==> config.mk <==
export PLATFORM = sky130hd
export DESIGN_NAME = program_loader_flat
export DESIGN_NICKNAME = d
export VERILOG_FILES = /design/src/rtl/program_loader_if.sv /design/src/rtl/program_loader.sv /design/src/flat_wrapper.sv
export SDC_FILE = /design/constraint.sdc
export NUM_CORES = 1
export LEC_CHECK = 0
export ABC_AREA = 1
export BUFFER_PORTS_ARGS = -buffer_cell sky130_fd_sc_hd__buf_2
export CAP_MARGIN = 40
export CORE_MARGIN = 2
export CORE_UTILIZATION = 57
export CTS_CLUSTER_SIZE = 8
export DETAILED_ROUTE_END_ITERATION = 8
export PLACE_DENSITY_LB_ADDON = 0.05
export SYNTH_ARGS = -nofsm -noshare
export SYNTH_HDL_FRONTEND = slang
export SYNTH_SLANG_ARGS = --single-unit
export TNS_END_PERCENT = 5
==> constraint.sdc <==
create_clock -name clk -period 3.4 [get_ports clk]
set_input_delay 0 -clock clk [delete_from_list [all_inputs] [get_ports clk]]
set_output_delay 0 -clock clk [all_outputs]
set_load 0.01 [all_outputs]
==> src/rtl/program_loader_if.sv <==
// Byte-stream and memory-write signals between program_loader and its host/memory.
// Byte handshake: a byte moves on any rising edge where in_valid && in_ready; the host holds in_data while in_valid is high and unaccepted, and in_ready never depends on in_valid.
interface program_loader_if #(
  parameter int INSTRUCTION_WIDTH = 40,
  parameter int PC_WIDTH          = 5
);
  logic [7:0]                   in_data;
  logic                         in_valid;
  logic                         in_ready;
  logic                         wr_en;
  logic [PC_WIDTH-1:0]          wr_addr;
  logic [INSTRUCTION_WIDTH-1:0] wr_data;

  modport master (
    output in_data, in_valid,
    input  in_ready, wr_en, wr_addr, wr_data
  );

  modport slave (
    input  in_data, in_valid,
    output in_ready, wr_en, wr_addr, wr_data
  );
endinterface

==> src/rtl/program_loader.sv <==
// Loads big-endian instruction words from a counted byte stream into instruction memory.
// Optional trailing XOR checksum byte: define LOADER_CHECKSUM_EN.
module program_loader #(
    parameter int INSTRUCTION_WIDTH = 40,
    parameter int PC_WIDTH          = 5
) (
    input  logic             clk,
    input  logic             rst,
    input  logic             start,
    program_loader_if.slave  bus,
    output logic             busy,
    output logic             done,
    output logic             err,
    output logic [2:0]       dbg_state
);
    localparam int NB    = (INSTRUCTION_WIDTH + 7) / 8;
    localparam int DEPTH = 2 ** PC_WIDTH;
    localparam int IW    = PC_WIDTH + 1;
    localparam int BW    = $clog2(NB + 1);

    typedef enum logic [2:0] {
        IDLE  = 3'd0,
        HDR   = 3'd1,
        DATA  = 3'd2,
        WRITE = 3'd3,
        FIN   = 3'd4
`ifdef LOADER_CHECKSUM_EN
        , CHK = 3'd5
`endif
    } state_t;

    state_t                       state, state_nx;
    logic [INSTRUCTION_WIDTH-1:0] asm_q;
    logic [IW-1:0]                n_q;
    logic [IW-1:0]                idx_q;
    logic [BW-1:0]                bcnt_q;
    logic                         err_q;
    logic                         take;
    logic                         hdr_bad;
    logic                         last_byte;
    logic                         last_instr;
`ifdef LOADER_CHECKSUM_EN
    logic [7:0]                   csum_q;
`endif

    assign take       = bus.in_valid && bus.in_ready;
    assign hdr_bad    = (bus.in_data == 8'd0) || (32'(bus.in_data) > DEPTH);
    assign last_byte  = (bcnt_q == BW'(NB - 1));
    // Index is one bit wider than the address so a full-depth load ends without wrapping.
    assign last_instr = ((idx_q + IW'(1)) == n_q);

    always_ff @(posedge clk or posedge rst) begin
        if (rst) state <= IDLE;
        else     state <= state_nx;
    end

    always_comb begin
        state_nx = state;
        case (state)
            IDLE:  if (start) state_nx = HDR;
            HDR:   if (take) state_nx = hdr_bad ? IDLE : DATA;
            DATA:  if (take && last_byte) state_nx = WRITE;
            WRITE: begin
                if (last_instr) begin
`ifdef LOADER_CHECKSUM_EN
                    state_nx = CHK;
`else
                    state_nx = FIN;
`endif
                end else begin
                    state_nx = DATA;
                end
            end
`ifdef LOADER_CHECKSUM_EN
            CHK:   if (take) state_nx = FIN;
`endif
            FIN:   state_nx = IDLE;
            default: state_nx = IDLE;
        endcase
    end

    always_ff @(posedge clk or posedge rst) begin
        if (rst) begin
            asm_q  <= '0;
            n_q    <= '0;
            idx_q  <= '0;
            bcnt_q <= '0;
            err_q  <= 1'b0;
`ifdef LOADER_CHECKSUM_EN
            csum_q <= '0;
`endif
        end else begin
            case (state)
                IDLE: begin
                    if (start) begin
                        err_q  <= 1'b0;
                        idx_q  <= '0;
                        bcnt_q <= '0;
`ifdef LOADER_CHECKSUM_EN
                        csum_q <= '0;
`endif
                    end
                end
                HDR: begin
                    if (take) begin
                        if (hdr_bad) err_q <= 1'b1;
                        else         n_q   <= IW'(bus.in_data);
                    end
                end
                DATA: begin
                    if (take) begin
                        // Excess high bits of the first byte fall off the top after NB shifts.
                        asm_q  <= {asm_q[INSTRUCTION_WIDTH-9:0], bus.in_data};
                        bcnt_q <= last_byte ? '0 : bcnt_q + BW'(1);
`ifdef LOADER_CHECKSUM_EN
                        csum_q <= csum_q ^ bus.in_data;
`endif
                    end
                end
                WRITE: idx_q <= idx_q + IW'(1);
`ifdef LOADER_CHECKSUM_EN
                CHK: begin
                    if (take && (bus.in_data != csum_q)) err_q <= 1'b1;
                end
`endif
                default: ;
            endcase
        end
    end

`ifdef LOADER_CHECKSUM_EN
    assign bus.in_ready = (state == HDR) || (state == DATA) || (state == CHK);
`else
    assign bus.in_ready = (state == HDR) || (state == DATA);
`endif
    assign bus.wr_en   = (state == WRITE);
    assign bus.wr_addr = idx_q[PC_WIDTH-1:0];
    assign bus.wr_data = asm_q;
    assign busy        = (state != IDLE);
    assign done        = (state == FIN) && !err_q;
    assign err         = err_q;
    assign dbg_state   = state;
endmodule

==> src/flat_wrapper.sv <==
// flat-port wrapper written by rule: the top's interface ports become plain ports
module program_loader_flat 
#(
    parameter int INSTRUCTION_WIDTH = 40,
    parameter int PC_WIDTH          = 5
)
  (clk, rst, start, busy, done, err, dbg_state, bus_in_data, bus_in_valid, bus_in_ready, bus_wr_en, bus_wr_addr, bus_wr_data);
  program_loader_if #(.INSTRUCTION_WIDTH(INSTRUCTION_WIDTH), .PC_WIDTH(PC_WIDTH)) bus_i ();
  input  logic clk;
  input  logic rst;
  input  logic start;
  output logic busy;
  output logic done;
  output logic err;
  output logic [2:0] dbg_state;
  input wire logic [$bits(bus_i.in_data)-1:0] bus_in_data;
  input wire logic [$bits(bus_i.in_valid)-1:0] bus_in_valid;
  output wire logic [$bits(bus_i.in_ready)-1:0] bus_in_ready;
  output wire logic [$bits(bus_i.wr_en)-1:0] bus_wr_en;
  output wire logic [$bits(bus_i.wr_addr)-1:0] bus_wr_addr;
  output wire logic [$bits(bus_i.wr_data)-1:0] bus_wr_data;
  assign bus_i.in_data = bus_in_data;
  assign bus_i.in_valid = bus_in_valid;
  assign bus_in_ready = bus_i.in_ready;
  assign bus_wr_en = bus_i.wr_en;
  assign bus_wr_addr = bus_i.wr_addr;
  assign bus_wr_data = bus_i.wr_data;
  program_loader #(.INSTRUCTION_WIDTH(INSTRUCTION_WIDTH), .PC_WIDTH(PC_WIDTH)) u_core (.clk(clk), .rst(rst), .start(start), .bus(bus_i), .busy(busy), .done(done), .err(err), .dbg_state(dbg_state));
endmodule
==> impl_metrics.yaml, run 1 <==
timing:
  final.setup.tns_ns: 0
  timing.final.ws_setup_ns: 1.57
  drv_slew: 0
  hold_viol: 0
  max_clock_freq_ghz: 0.547
  rsz0062_at_grt: "no"
  setup_viol: 0
  holdWs_ns: 0.0726
  maxSlewHeadroom_pct: 55.3
  period_needed_ns: 1.83
  fin_crit_sh_pct: 53.8
  tightest_slew_ns: 0.670
  clock_skew_ns: 0.00630
status:
  status: "completed"
route:
  drt-vias-per-instance: 4.94
  drt_iter0_drc: 154
  ant_nets: 0
  routedWlPerCell_um: 12.1
  drt_pass1_iterations: 4
  totalWireLength_mm: 5.20
  vias: 2130
  drc: 0
logic_synthesis:
  synthesis.nets: 314
  yosys-top-cells-count: "66 x nand2_1, 59 x dfrtp_1, 42 x inv_1, 26 x o21ai_0, 24 x nor2_1"
  yosys.area.top_type: "dfrtp_1"
  ys_dominant_reg_cell: "dfrtp_1"
  synth_area_leaders: "dfrtp_1 55%, nand2_1 9.3%, inv_1 5.9%, o21ai_0 4.9%, nor2_1 3.4%"
  synthArstFlopShare_pct: 100
  ys_types: 30
  ys_seq_area_share_pct: 55.3
  synthCells: 299
  yosys_warnings: 0
  avgSynthCellArea_um2: 8.93
  synth_edf_count: 0
  yosys.cell_count.top_type: "nand2_1"
  synthesis.area_mm2: 0.00267
  synth_top_cell_area_share_pct: 55.3
  synth-seq-cells: 59
clock_network:
  cts_buffers: 9
  cts_tree: "built"
  cts_root_buffer: "clkbuf_8"
  hold_buffers: 12
  cts.sinks: 59
  post_cts_buffers: 0
  ctsResizeCount: 0
  clk_latency_ns: 0.33
  path_clk_slew_ns: 0.07
  ctsLongestPathBuffers: 2
  htreeDepth: 3
worst_setup_path:
  end_kind: "flip-flop"
  crit_start: "u_core.dbg_state[2]$_DFFE_PP0P_"
  regToRegEndpoint: "u_core.bcnt_q[2]$_DFFE_PP0P_"
  path_class: "flip-flop to flip-flop"
  crit_end: "u_core.bcnt_q[2]$_DFFE_PP0P_"
  reg2reg_from: "u_core.dbg_state[2]$_DFFE_PP0P_"
  cp_max_fo: 73
  reg2reg_slack_ns: 1.57
  crit_path_start_kind: "flip-flop"
  r2r_cells: 7
  worstPathRequired_ns: 3.61
  crit_arrival_ns: 2.04
grt:
  grt_usage_pct: 22.1
  grt_pass1_vias: 2030
  grt_pass1_wl_mm: 8.88
  antenna_found_initial: 0
  grt_overflow: 0
  grt_max_degree: 74
floorplanning:
  fp.coreArea_mm2: 0.00444
  die_h_um: 72.4
  io_pins: 65
  initial_core_util_pct: 60.1
  dieArea_mm2: 0.00525
  die_x_um: 72.4
  rows: 24
worst_hold_path:
  hold_path.class: "input pin to flip-flop"
  min-delay-start: "start"
finish:
  fin_cells: 431
  layout-drive-gt1-share_pct: 26.6
  n_antenna_cell: 0
  areaGrowthSynthToFinish_pct: 23.8
  fin_util_pct: 74.4
  nets: 389
  fillCellCount: 352
  fin_area_mm2: 0.00331
placed_design:
  place_inst: 403
  io_buffers: 64
  place_hpwl_mm: 3.48
  pre_cts_ws_ns: 1.59
  gp_congestion: 0.849
  place_area_mm2: 0.00297
power_and_ir_drop:
  power.leakage_nw: 1.77
  max-vdd-ir-drop_v: 0.000545
  finalPower_mw: 3.08
  powerDensity_mw_per_mm2: 933
flow_run:
  max_cap_violations: 0
area by class of cell:
cell class,count,area [um^2],share of cell area (%)
Clock buffer,12,165,5.00
Clock inverter,4,47.5,1.44
Inverter,44,168,5.07
Multi-Input combinational cell,183,936,28.3
Sequential cell,59,1480,44.7
Tap cell,52,65.1,1.97
Timing Repair Buffer,77,448,13.6
critical path, cell delays in order (launching register included):
cell and delay, ns:
dfrtp_1 0.45, nor2_2 0.08, nand2_2 0.10, inv_4 0.06, nand2_4 0.49, nand2_1 0.28
a21oi_1 0.19, a21oi_1 0.05
power breakdown:
group	switching (mW)	leakage, nW	total, mW	internal, mW
Sequential	0.205	0.714	1.23	1.02
Combinational	0.701	0.945	1.19	0.490
Clock	0.271	0.108	0.666	0.396
Total	1.18	1.77	3.08	1.91
cells in the final DEF (no fill, tap or decap), types with 2 or more instances in the layout:
master	synthesis	layout
o21ai_1	5	5
nand3_2	2	2
dfrtp_1	59	59
mux2_2	3	3
nor2_1	24	24
o21ai_0	26	26
ha_1	3	3
dlygate4sd3_1	0	12
nor2_2	3	3
clkbuf_8	0	12
a21oi_1	17	17
nand2_1	66	66
nand3_1	17	17
inv_2	1	2
mux2_4	3	3
buf_2	3	64
o22ai_1	3	3
inv_1	42	41
nand4_1	2	2
clkinv_2	0	2
state kept, by name, summed over array words and instances, names as in the netlist:
signal	cells
u_core.bcnt_q	3
u_core.bus.wr_data	40
u_core.dbg_state	3
u_core.err	1
u_core.idx_q	6
u_core.n_q	6
worst min path at each step:
stage	depth (start not counted)	end	slack, ns
after floorplan	1	u_core.dbg_state[0]$_DFFE_PP0P_	0.11
after global placement	2	u_core.bus.wr_data[32]$_DFFE_PP0P_	0.07
after detailed placement	2	u_core.bus.wr_data[32]$_DFFE_PP0P_	0.06
after CTS	4	u_core.dbg_state[1]$_DFFE_PP0P_	0.06
after global routing	4	u_core.dbg_state[1]$_DFFE_PP0P_	0.11
final	4	u_core.dbg_state[1]$_DFFE_PP0P_	0.07
layer usage:
metal	track usage [%]	routed length, um	up-vias
li1	-	-	1101
met1	28.7	2500	962
met2	35.7	2320	56
met3	4.72	278	11
met4	10.3	104	0
met5	0	0	-
logic make-up after synthesis:
group / share of synthesized area [%]
flops: 55.3
simple gates: 19.6
compound gates: 11.1
buf+inv: 9.65
mux: 2.95
fa+ha+maj: 1.41
(Power assumes the default switching activity.)
==> run 2: changes to the inputs <==
Settings changed: CORE_UTILIZATION 57 to 48.
Clock period 3.4 ns to 1.55 ns, I/O delays scaled along.
==> impl_metrics.yaml, run 2 (synthesized netlist as in run 1, its figures left out) <==
grt:
  grt_max_degree: 45
  grt_util_met3_pct: 4.25
  grt_pass1_wl_mm: 8.56
  grt_usage_pct: 18.0
  grt_pass1_vias: 1898
  grt_overflow: 0
  busiest_layer: "met2"
  grt_use_met1_pct: 24.7
  met2_usage_pct: 26.7
  antenna_found_initial: 0
finish:
  largest_reg_flops: 40
  fillCellCount: 474
  final_common_cell: "nand2_1"
  layout-drive-gt1-share_pct: 29.6
  final_cell_mix: "66 x nand2_1, 64 x buf_2, 57 x dfrtp_1"
  nets: 399
  n_antenna_cell: 0
  areaGrowthSynthToFinish_pct: 32.3
worst_setup_path:
  crit_arrival_ns: 1.78
  crit_path_start_kind: "flip-flop"
  path_class: "flip-flop to flip-flop"
  end_kind: "flip-flop"
  worstPathRequired_ns: 1.81
  cp_max_fo: 6
timing:
  maxSlewHeadroom_pct: 75.5
  hold_viol: 0
  clock_skew_ns: 0.00751
  rsz0062_at_grt: "yes"
  drv_slew: 0
  timing.final.ws_setup_ns: 0.0316
  tightest_slew_ns: 0.367
  holdWs_ns: 0.0876
  max_clock_freq_ghz: 0.659
  period_needed_ns: 1.52
  setup_viol: 0
  fin_crit_sh_pct: 98.0
status:
  status: "completed"
flow_run:
  max_cap_violations: 0
route:
  routedWlPerCell_um: 11.6
  vias: 2173
  ant_nets: 0
  drt_pass1_iterations: 4
  totalWireLength_mm: 5.33
  drc: 0
  drt-vias-per-instance: 4.71
  drt_iter0_drc: 132
placed_design:
  io_buffers: 64
  gp_congestion: 0.807
  place_hpwl_mm: 3.82
  pre_cts_ws_ns: -0.000667
clock_network:
  htreeDepth: 3
  cts_buffers: 9
  ctsLongestPathBuffers: 2
  cts_tree: "built"
  clk_latency_ns: 0.32
  path_clk_slew_ns: 0.06
  cts_root_buffer: "clkbuf_8"
  cts.sinks: 59
floorplanning:
  die_x_um: 78.6
  initial_core_util_pct: 49.1
  rows: 27
  fp.coreArea_mm2: 0.00544
  dieArea_mm2: 0.00618
  io_pins: 65
  die_h_um: 78.6
power_and_ir_drop:
  powerDensity_mw_per_mm2: 2090
  finalPower_mw: 7.37
  power.leakage_nw: 1.85
  max-vdd-ir-drop_v: 0.000971
worst_hold_path:
  hold_path.class: "input pin to flip-flop"
==> run 2: cell types whose count changed in the layout (fill, tap and decap cells not counted), sizes merged <==
cell      previous run  this run
buf                 65        75
clkinvlp             1         0
clkinv               2         0
bufinv               1         4
==> run 2: where the power goes <==
group	internal, mW	leakage (nW)	switching (mW)
clock network	1.32	0.137	0.583
registers	2.24	0.711	0.460
logic	1.19	1.00	1.57
==> run 2: area by class of cell <==
class | count | area (um^2) | share of cell area (%)
clock buffers | 12 | 155 | 4.39
clock inverters | 4 | 120 | 3.40
inverters | 44 | 168 | 4.75
multi-input cells | 183 | 972 | 27.5
flip-flops and latches | 59 | 1480 | 41.9
well taps | 72 | 90.1 | 2.55
repair buffers | 87 | 548 | 15.5
==> run 2: final timing paths <==
path,start,endpoint,slack (ns),cells past startpoint
worst max-delay path,u_core.dbg_state[2]$_DFFE_PP0P_,u_core.bus.wr_data[7]$_DFFE_PP0P_,0.03,6
worst min-delay path,start,u_core.dbg_state[1]$_DFFE_PP0P_,0.09,4
worst max register to register,u_core.dbg_state[2]$_DFFE_PP0P_,u_core.bus.wr_data[7]$_DFFE_PP0P_,0.03,6
worst min register to register,u_core.bus.wr_data[32]$_DFFE_PP0P_,u_core.bus.wr_data[32]$_DFFE_PP0P_,0.48,2
max in group asynchronous,rst,u_core.dbg_state[0]$_DFFE_PP0P_,0.79,4
min in group asynchronous,rst,u_core.bus.wr_data[24]$_DFFE_PP0P_,0.20,3
==> run 2: routing by layer <==
metal | up-vias | share of wire, %
li1 | 1125 | -
met1 | 991 | 49
met2 | 53 | 46
met3 | 4 | 4.5
met4 | 0 | 0.56
met5 | - | 0
==> run 2: critical path, stage by stage, from the launching register on <==
cell           delay [ns]
dfrtp_2              0.45
nor2_4               0.12
nand2_2              0.08
inv_4                0.09
nand3_1              0.07
dlygate4sd3_1        0.57
nand2_1              0.07
==> run 2: through the flow <==
stage / cells / TNS, ns / instance area (um^2) / utilization, %
6_report: 461 / 0 / 3530 / 64.9
5_1_grt: 461 / -0.182 / 3530 / 64.9
4_1_cts: 460 / 0 / 3500 / 64.3
3_5_place_dp: 432 / -0.000667 / 3090 / 56.8
3_3_place_gp: 432 / 0 / 3090 / 56.8
2_1_floorplan: 299 / 0 / 2670 / -
==> run 2: timing repair <==
action	CTS	global route
endpoints found under the setup margin	1	25
hold endpoints to repair	30	0
hold buffers	12	0
buffers inserted	0	1
pin swaps	0	3
gates resized for setup	1	8
